## config.mk

```make
export PLATFORM = sky130hd
export DESIGN_NAME = bcd2bin
export DESIGN_NICKNAME = d
export VERILOG_FILES = /design/src/rtl/bcd2bin_pkg.sv /design/src/rtl/bcd2bin_adj.sv /design/src/rtl/bcd2bin.sv
export SDC_FILE = /design/constraint.sdc
export NUM_CORES = 1
export LEC_CHECK = 0
export CAP_MARGIN = 20
export CORE_ASPECT_RATIO = 1.1
export CORE_MARGIN = 2
export CORE_UTILIZATION = 54
export CTS_CLUSTER_SIZE = 20
export DETAILED_ROUTE_END_ITERATION = 12
export HOLD_SLACK_MARGIN = 0.03
export PLACE_DENSITY = 0.79
export SLEW_MARGIN = 25
export SYNTH_ARGS = -nofsm -noshare
export SYNTH_HDL_FRONTEND = slang
export SYNTH_SLANG_ARGS = --single-unit
```

## constraint.sdc

```tcl
create_clock -name clk -period 1.7 [get_ports clk]
set_input_delay 0.34 -clock clk [delete_from_list [all_inputs] [get_ports clk]]
set_output_delay 0.34 -clock clk [all_outputs]
set_load 0.005 [all_outputs]
```

## src/rtl/bcd2bin_pkg.sv

```systemverilog
// bcd2bin shared constants and state encoding.
// Digit/field widths, iteration count, saturation value.
package bcd2bin_pkg;

  localparam int DIG_W = 4;
  localparam int DIG_N = 3;
  localparam int ITER  = 10;
  localparam int BIN_W = 10;
  localparam int BCD_W = DIG_W * DIG_N;
  localparam int SR_W  = BCD_W + BIN_W;
  localparam int CNT_W = 4;

  localparam logic [7:0] SAT = 8'hFF;

  typedef enum logic {
    IDLE,
    CONV
  } state_t;

endpackage

```

## src/rtl/bcd2bin_adj.sv

```systemverilog
// bcd_digit_adj: one reverse double-dabble digit fixup.
// Ports: d (4b digit in), q (d-3 when d>=8, else d).
module bcd_digit_adj
  import bcd2bin_pkg::*;
(
  input  logic [DIG_W-1:0] d,
  output logic [DIG_W-1:0] q
);

  assign q = (d >= 4'd8) ? d - 4'd3 : d;

endmodule

```

## src/rtl/bcd2bin.sv

```systemverilog
// bcd2bin: 3-digit BCD to 8-bit binary, 10-cycle shift/sub-3.
// Ports: clk, rst, start, hun/ten/one in; bin, busy, done, ovf, err out.
module bcd2bin
  import bcd2bin_pkg::*;
(
  input  logic             clk,
  input  logic             rst,
  input  logic             start,
  input  logic [DIG_W-1:0] hun,
  input  logic [DIG_W-1:0] ten,
  input  logic [DIG_W-1:0] one,
  output logic [7:0]       bin,
  output logic             busy,
  output logic             done,
  output logic             ovf,
  output logic             err
);

  state_t state_q;
  state_t state_d;

  logic [CNT_W-1:0] cnt_q;
  logic [SR_W-1:0]  sr_q;
  logic [SR_W-1:0]  sr_sh;
  logic [SR_W-1:0]  sr_nx;
  logic             inv_q;
  logic             go;
  logic             last;
  logic [BIN_W-1:0] r;

  logic [DIG_N-1:0][DIG_W-1:0] dig_sh;
  logic [DIG_N-1:0][DIG_W-1:0] dig_adj;

  logic [7:0] bin_q;
  logic       done_q;
  logic       ovf_q;
  logic       err_q;

  // One iteration: shift whole field right, then fix each digit.
  assign sr_sh  = sr_q >> 1;
  assign dig_sh = sr_sh[SR_W-1:BIN_W];

  for (genvar g = 0; g < DIG_N; g++) begin : g_adj
    bcd_digit_adj u_adj (
      .d (dig_sh[g]),
      .q (dig_adj[g])
    );
  end

  assign sr_nx = {dig_adj, sr_sh[BIN_W-1:0]};
  assign r     = sr_nx[BIN_W-1:0];

  always_ff @(posedge clk or posedge rst) begin
    if (rst) state_q <= IDLE;
    else     state_q <= state_d;
  end

  always_comb begin
    state_d = state_q;
    unique case (state_q)
      IDLE: if (start) state_d = CONV;
      CONV: if (last)  state_d = IDLE;
      default: state_d = IDLE;
    endcase
  end

  always_comb begin
    busy = (state_q == CONV);
    go   = (state_q == IDLE) && start;
    last = busy && (cnt_q == CNT_W'(ITER - 1));
  end

  always_ff @(posedge clk or posedge rst) begin
    if (rst) begin
      cnt_q  <= '0;
      sr_q   <= '0;
      inv_q  <= 1'b0;
      bin_q  <= '0;
      done_q <= 1'b0;
      ovf_q  <= 1'b0;
      err_q  <= 1'b0;
    end else begin
      done_q <= 1'b0;
      if (go) begin
        sr_q  <= {hun, ten, one, {BIN_W{1'b0}}};
        cnt_q <= '0;
        inv_q <= (hun > 4'd9) | (ten > 4'd9)
               | (one > 4'd9);
      end else if (busy) begin
        sr_q  <= sr_nx;
        cnt_q <= last ? '0 : cnt_q + 1'b1;
        if (last) begin
          done_q <= 1'b1;
          if (inv_q) begin
            bin_q <= '0;
            ovf_q <= 1'b0;
            err_q <= 1'b1;
          end else if (r > 10'd255) begin
            bin_q <= SAT;
            ovf_q <= 1'b1;
            err_q <= 1'b0;
          end else begin
            bin_q <= r[7:0];
            ovf_q <= 1'b0;
            err_q <= 1'b0;
          end
        end
      end
    end
  end

  assign bin  = bin_q;
  assign done = done_q;
  assign ovf  = ovf_q;
  assign err  = err_q;

endmodule

```

== Yosys cells after proc, flatten, opt, wreduce, memory -nomap -nowiden ==
Cells that the tools add are included.

* $add $sub $neg: 4
* Magnitude comparators: 7
* Equal/unequal tests: 1
* Multiplexer cells: 19
* Bitwise logic cells: 4
* Reductions and logical operators: 4

{| class="wikitable"
|+ Operator list
! cell !! count
|-
| $mux W22 || 2
|-
| $mux W4 || 6
|-
| $mux W8 || 2
|-
| $gt A4 B4 Y1 const B || 3
|-
| $gt A10 B8 Y1 const B || 1
|-
| $ge A4 B4 Y1 const B || 2
|-
| $mux W1 || 8
|-
| $sub A4 B2 Y4 const B || 2
|-
| $add A4 B1 Y4 const B || 1
|-
| $eq A4 B4 Y1 const B || 1
|-
| $ge A3 B4 Y1 const B || 1
|-
| $sub A3 B2 Y4 const B || 1
|-
| $reduce_and A3 Y1 || 1
|-
| $logic_and A1 B1 Y1 || 2
|-
| $not A1 Y1 || 2
|-
| $or A1 B1 Y1 || 2
|-
| $pmux W1 S2 || 1
|-
| $reduce_bool A2 Y1 || 1
|}

* Register bits after elaboration: 39
* Input port bits: 15
* Output and inout port bits: 12
* Word-level logic and storage cells: 47

== Depth between registers and ports, before layout ==
Gate-level depths: netlist of run 1.

* Depth after elaboration: 5
* Depth in mapped cells: 6
* Mapped depth without buffers: 5

== Cells and area by module ==
Synthesis of run 1 repeated with hierarchy kept, for this count alone.

* Cell total of the unflattened synthesis: 186
* Area total of the unflattened synthesis: 1895.6 µm²

{| class="wikitable"
|+ By module, submodules not included
! module !! instances !! cells an instance !! area each (µm²) !! sequential area each (µm²)
|-
| bcd2bin || 1 || 153 || 1666.6 || 950.9
|-
| bcd_digit_adj || 3 || 11 || 76.3 || 0.0
|}

== Worst setup path before layout of run 1 ==
OpenSTA, ideal clock, no wires.

* Path type: reg2reg
* From: reg cnt_q[1]
* To: reg cnt_q[1]
* Setup time: 0.127 ns
* Arrival: 1.097 ns
* Required time: 1.573 ns
* Path slack: 0.476 ns
* Cell stages (with the launch flop): 7
* Path buffers: 1
* Clock period less this slack: 1.224 ns
* Cell sequence: dfrtp_1 > inv_1 > ha_1 > nand4b_4 > buf_2 > nand3b_1 > o31ai_1

* Longest elaborated chain between the ends: 5
* Elaborated cells on any way between the ends: 6
* Those cells by class: add/sub: 1; eq/ne: 1; mux: 3; reduce/logical: 1

{| class="wikitable"
|+ RTL lines
! item !! line !! text
|-
| start, declared || bcd2bin.sv:22 || <nowiki>logic [CNT_W-1:0] cnt_q;</nowiki>
|-
| start signal, assigned || bcd2bin.sv:91 || <nowiki>cnt_q <= last ? '0 : cnt_q + 1'b1;</nowiki>
|-
| branches (longest 2 deep; another with $add A4 B1 Y4) || - ||
|-
| $mux W4 (*) || bcd2bin.sv:91 ||
|-
| $mux W4 (*) || bcd2bin.sv:89 || <nowiki>end else if (busy) begin</nowiki>
|-
| $mux W4 (*) || bcd2bin.sv:84 || <nowiki>if (go) begin</nowiki>
|}

Mark *: on every way between the ends. The select of a mux whose other input is x is not followed.
A chain may end at the register's enable or synchronous reset.

== Worst setup path after layout of run 1 ==
* From: reg state_q, in the netlist busy
* To: out busy

{| class="wikitable"
|+ RTL lines
! item !! line !! text
|-
| start, declared || bcd2bin.sv:19 || <nowiki>state_t state_q;</nowiki>
|-
| start signal, assigned || bcd2bin.sv:55 || <nowiki>else state_q <= state_d;</nowiki>
|-
| end, declared || bcd2bin.sv:13 || <nowiki>output logic busy,</nowiki>
|}

No word-level cell between the ends.

==> results.py, run 1 <==
metrics = {
    "status": {
        "status": "completed",
    },
    "floorplanning": {
        "io_pins": 27,
        "rows": 22,
        "start_util_pct": 56.71,
        "die_h_um": 66.28,
        "design.die.area_sq_um": 4018,
        "core_sq_um": 3358,
        "die_w_um": 60.62,
    },
    "timing": {
        "worstMarginPinSlew_ns": 0.4773,
        "finalMaxSlewViolations": 0,
        "rsz0062_at_grt": "false",
        "period_minus_slack_ns": 1.586,
        "hold_viol": 0,
        "setup_violations": 0,
        "max-slew-margin-rel_pct": 68.18,
        "period_share_pct": 93.30,
        "skew_ns": 0.01024,
        "setup_tns_ns": 0,
        "max_freq_mhz": 630.5,
    },
    "power": {
        "p_int_mw": 2.101,
        "pwr-share-clk_pct": 13.7,
        "switching_share_pct": 36.05,
        "ir_drop_v": 0.0008394,
        "p_switching_mw": 1.185,
        "totalPowerFinal_mw": 3.285,
        "p_per_area_nw_per_um2": 1442,
        "p_leak_nw": 1.013,
        "p_comb_share_pct": 38.6,
        "power_frac_seq_pct": 47.7,
    },
    "logic_synthesis": {
        "yosys.area_share.simple_pct": 16.49,
        "ys_top_cells_by_area": "dfrtp_1 50%, mux2i_1 5.8%, nand2_1 4.9%, o21ai_0 4.7%, o31ai_2 4.6%",
        "synth_top_cells_by_count": "38 x dfrtp_1, 25 x nand2_1, 18 x o21ai_0",
        "ys_seq_elements": 38,
        "synth_xor_area_share_pct": 2.300,
        "syn-mean-instance-area_sq_um": 10.29,
        "synth_compound_area_share_pct": 15.51,
        "synth_area_sq_um": 1904,
        "yosys.area.top_type": "dfrtp_1",
        "yosys.area_share.adder_pct": 3.942,
        "synthCells": 185,
        "synth.distinct_cells": 30,
        "synth_top_family_by_area": "simple AND/OR/NAND/NOR gates",
        "yosys_warnings": 0,
        "synth_seq_area_share_pct": 49.93,
        "synthesis.nets": 206,
        "ys_async_sr_fraction_pct": 100.0,
        "synth_top_area_share_pct": 49.93,
        "ys.flop_type": "dfrtp_1",
        "synth_edf_count": 0,
        "synth_mux_area_share_pct": 6.373,
        "synth_most_common_cell": "dfrtp_1",
    },
    "critical_path": {
        "cp-end-kind": "primary output",
        "crit_type": "flip-flop to primary output",
        "cpLargestDelayFamily": "buffers and inverters",
        "setup.worst_path.start_class": "flip-flop",
        "crit_chain": "clkdlybuf4s50_1",
        "required_ns": 1.36,
        "crit_fanout": 2,
        "max_stage_delay_ns": 0.52,
        "critPathBufInv": 1,
        "critPathSlowestCell": "clkdlybuf4s50_1",
        "arrival_ns": 1.25,
    },
    "detailed_routing": {
        "drt_iter0_drc": 50,
        "ant_nets": 0,
        "drt-vias-per-instance": 5.226,
        "detail_route.first_pass.iterations": 5,
        "num_vias": 1343,
        "drcViolationCount": 0,
        "drt-wirelength-per-cell_um": 12.78,
        "drt-total-wl_mm": 3.285,
    },
    "finish": {
        "fin_nets": 231,
        "stdcell_area_sq_um": 2278,
        "nFillCells": 276,
        "final_core_util_pct": 67.85,
        "syn2layout_area_growth_pct": 19.65,
        "n_antenna_cell": 0,
        "drive_above_1_share_pct": 9.569,
    },
    "cts": {
        "cts_sinks": 38,
        "post_cts_buffers": 0,
        "root_buffer": "clkbuf_4",
        "clk_path_buf_depth": 2,
        "hold_buffers": 0,
        "cts-htree-levels": 2,
        "cts_tree": "yes",
        "cts_buffers": 5,
        "clk_pin_slew_ns": 0.10,
        "post_cts_resized": 0,
        "insertion_delay_ns": 0.33,
    },
    "grt": {
        "grt.overflow.total": 0,
        "use_met3_pct": 5.479,
        "globalRouteMet2Util_pct": 30.38,
        "globalRouteMet1Util_pct": 23.42,
        "antenna_found_initial": 0,
        "grt_pass1_wl_mm": 5.678,
        "grt_max_degree": 52,
        "grt_usage_pct": 18.70,
        "grt_pass1_vias": 1316,
        "busiest_layer": "met2",
    },
    "placement": {
        "gp_congestion": 0.7403,
        "dpl_cell_area_sq_um": 2227,
        "dp_hpwl_mm": 2.325,
        "numPortBuffers": 26,
    },
    "hold_path": {
        "min_path_type": "input port to asynchronous set/reset pin",
    },
    "job": {
        "max_cap_violations": 0,
    },
}
cells by family after synthesis:
kind of cell	Yosys count
simple gates	62
buf+inv	19
xor+xnor	5
mux	12
compound gates	43
fa+ha+maj	6
flops	38
cell type report:
type	count	area, sq um	share of cell area [%]
clock buffer	6	51.30	2.252
inverter	7	26.28	1.153
multi-input combinational	128	849.6	37.29
sequential	38	950.9	41.74
tap	48	60.06	2.636
timing repair buffer	30	340.3	14.94
metrics by stage:
step	cells	hold slack [ns]	setup WS, ns
after CTS	257	0.3429	0.09192
final	257	0.3329	0.1139
after detailed placement	251	0.4715	0.1604
after global routing	257	0.3731	0.06045
after global placement	251	0.4610	0.1837
after floorplan	185	0.4485	0.4757
final timing paths:
check / from / endpoint / slack [ns] / depth (start not counted)
setup / recovery: busy / busy / 0.11 / 1
hold / removal: rst / sr_q[10] / 0.33 / 3
setup reg to reg: cnt_q[1] / bin[6] / 0.27 / 5
hold reg to reg: bin[6] / bin[6] / 0.49 / 2
max in group asynchronous: rst / sr_q[8] / 1.16 / 3
min in group clk: bin[6] / bin[6] / 0.49 / 2
layer usage:
metal | part of all wire (%) | up-vias
met5 | 0 | -
met4 | 1.0 | 0
met3 | 4.4 | 4
met2 | 50 | 32
met1 | 45 | 632
li1 | - | 675
cells in the final DEF (no fill, tap or decap), types with 3 or more instances in the layout:
cell type	n
a211oi_1	4
a21oi_1	6
buf_12	4
clkbuf_4	5
clkdlybuf4s50_1	26
dfrtp_1	38
ha_1	6
inv_1	7
mux2i_1	11
nand2_1	25
nand2b_1	12
nor2_1	12
nor2b_1	7
o21ai_0	18
o31ai_2	7
xor2_1	3
power groups by stage:
stage / clock network (mW) / registers [mW] / logic [mW]
after floorplan: 0 / 1.49 / 0.956
after global placement: 0 / 1.56 / 1.22
after detailed placement: 0 / 1.59 / 1.28
after CTS: 0.465 / 1.57 / 1.29
after global routing: 0.500 / 1.62 / 1.43
final: 0.449 / 1.57 / 1.27
flip-flops by register name, summed over array words and instances (netlist names):
register  cells
cnt_q         4
err           1
busy          1
bin           8
sr_q         21
inv_q         1
ovf           1
done          1
Power figures use the tool's default switching activity.
==> inputs of run 2 (changes only) <==
Settings changed: CORE_MARGIN 2 to unset, CTS_BUF_LIST set to sky130_fd_sc_hd__clkbuf_4 sky130_fd_sc_hd__clkbuf_8 sky130_fd_sc_hd__clkbuf_16.
Clock period 1.7 ns to 1.8 ns, I/O delays scaled along.
==> run 2 against run 1 <==
Net effect:
- wire length shrank 3.2%
- largest cell class unchanged
- critical path depth unchanged
- cell count increased by 0.39%
- register-to-register slack lost 0.02 ns
- non-clock buffer count fell by 1
- setup slack gained 0.036 ns
- hold slack better by 0.081 ns
- die area is 6.2% lower
==> results.py, run 2 (same netlist as run 1, synthesis figures left out) <==
metrics = {
    "critical_path": {
        "setup.worst_path.start_class": "flip-flop",
        "rrSetupSlack_ns": 0.25,
        "cpLargestDelayFamily": "buffers and inverters",
        "r2r-start": "cnt_q[1]",
        "required_ns": 1.44,
        "critPathBufInv": 1,
        "crit_chain": "clkdlybuf4s50_1",
        "cp-end-kind": "primary output",
        "max_stage_delay_ns": 0.53,
        "arrival_ns": 1.29,
        "startpoint": "busy",
        "crit_type": "flip-flop to primary output",
        "crit_fanout": 3,
        "critPathSlowestCell": "clkdlybuf4s50_1",
    },
    "grt": {
        "grt_max_degree": 51,
        "grt_pass1_wl_mm": 5.609,
        "grt_pass1_vias": 1353,
        "grt.overflow.total": 0,
        "grt_usage_pct": 19.97,
        "antenna_found_initial": 0,
    },
    "detailed_routing": {
        "drt_iter0_drc": 54,
        "drt-total-wl_mm": 3.180,
        "drt-vias-per-instance": 5.167,
        "num_vias": 1333,
        "drcViolationCount": 0,
        "drt-wirelength-per-cell_um": 12.33,
        "ant_nets": 0,
        "detail_route.first_pass.iterations": 4,
    },
    "placement": {
        "dpl_cell_area_sq_um": 2182,
        "gp_congestion": 0.6968,
        "dp_hpwl_mm": 2.138,
        "dpl.cell_count": 250,
        "numPortBuffers": 26,
    },
    "hold_path": {
        "min_path_type": "input port to asynchronous set/reset pin",
    },
    "timing": {
        "period_minus_slack_ns": 1.650,
        "finalMaxSlewViolations": 0,
        "worstMarginPinSlew_ns": 0.5072,
        "period_share_pct": 91.68,
        "max-slew-margin-rel_pct": 66.18,
        "max_freq_mhz": 606.0,
        "setup_violations": 0,
        "hold_viol": 0,
        "skew_ns": 0.01352,
        "rsz0062_at_grt": "false",
        "setup_tns_ns": 0,
    },
    "power": {
        "power_frac_seq_pct": 47.6,
        "switching_share_pct": 36.44,
        "totalPowerFinal_mw": 3.110,
        "p_leak_nw": 0.9999,
        "p_per_area_nw_per_um2": 1385,
        "p_comb_share_pct": 37.1,
        "p_switching_mw": 1.133,
        "p_int_mw": 1.977,
        "pwr-share-clk_pct": 15.3,
        "ir_drop_v": 0.0005845,
    },
    "finish": {
        "stdcell_area_sq_um": 2246,
        "drive_above_1_share_pct": 10.00,
        "fin_cells": 258,
        "final_common_cell": "dfrtp_1",
        "final_core_util_pct": 66.88,
        "largest_reg_flops": 21,
        "final_cell_mix": "38 x dfrtp_1, 26 x clkdlybuf4s50_1, 25 x nand2_1",
        "largest-register": "sr_q",
        "n_antenna_cell": 0,
        "fin_nets": 230,
        "syn2layout_area_growth_pct": 17.94,
        "regArea_sq_um": 950.9,
        "nFillCells": 297,
        "multi_input_area_sq_um": 849.6,
    },
    "floorplanning": {
        "design.die.area_sq_um": 3768,
        "start_util_pct": 56.71,
        "core_sq_um": 3358,
        "die_h_um": 64.28,
        "rows": 22,
        "io_pins": 27,
        "die_w_um": 58.62,
    },
    "job": {
        "max_cap_violations": 0,
    },
    "cts": {
        "insertion_delay_ns": 0.35,
        "clk_pin_slew_ns": 0.11,
        "cts_buffers": 5,
        "post_cts_buffers": 0,
        "root_buffer": "clkbuf_4",
        "cts_sinks": 38,
        "cts_tree": "yes",
        "post_cts_resized": 0,
        "hold_buffers": 0,
        "cts-htree-levels": 2,
        "clk_path_buf_depth": 2,
    },
    "status": {
        "status": "completed",
    },
}
-- run 2: changes by cell type in the layout (fill, tap and decap cells not counted) --
cell	change
clkinv_2	+1
buf_12	-3
clkbuf_4	+1
buf_4	+2
-- run 2: path summary, 6_finish.rpt --
path,end,cells after the start
max,busy,1
min,bin[1],3
max reg2reg,err,4
min reg2reg,bin[0],2
max in group asynchronous,cnt_q[2],3
min in group clk,bin[0],2
-- run 2: area by class of cell --
cell class / count / share of cell area [%]
clock buffers: 7 / 2.618
repair buffers: 29 / 13.15
flip-flops and latches: 38 / 42.34
multi-input cells: 128 / 37.83
inverters: 7 / 1.170
well taps: 48 / 2.674
clock inverters: 1 / 0.2228
-- run 2: metal layers --
metal	vias to the layer above	share of wire (%)	global-route usage [%]
met5	-	0	0
met4	0	2.3	10.71
met3	8	3.8	4.251
met2	32	50	34.34
met1	624	44	22.76
li1	669	-	-
-- run 2: power by group through the flow --
| stage | logic (mW) | registers (mW) | clock network, mW |
|---|---|---|---|
| 5_1_grt | 1.32 | 1.54 | 0.520 |
| 6_report | 1.15 | 1.48 | 0.477 |
| 4_1_cts | 1.17 | 1.48 | 0.484 |
| 3_5_place_dp | 1.16 | 1.50 | 0 |
| 2_1_floorplan | 0.902 | 1.41 | 0 |
| 3_3_place_gp | 1.11 | 1.48 | 0 |
-- run 2: through the flow --
stage / hold slack, ns / setup slack (ns)
floorplan: 0.4485 / 0.5757
global placement: 0.4611 / 0.2697
detailed placement: 0.4716 / 0.2088
CTS: 0.4237 / 0.1303
global route: 0.4795 / 0.07430
finish: 0.4136 / 0.1498
-- run 2: worst reg2reg max path, delay by kind of cell (launching register included) --
family | cells | cell delay [ns]
and+or+nand+nor | 1 | 0.33
DFF | 1 | 0.43
muxes | 1 | 0.39
buffers and inverters | 1 | 0.09
adders and majority gates | 1 | 0.21
==> inputs of run 3 (changes only) <==
Settings changed: SKIP_LAST_GASP set to 1.
==> results of run 3 <==
The final DEF is identical to that of run 2; final timing and power are the same.
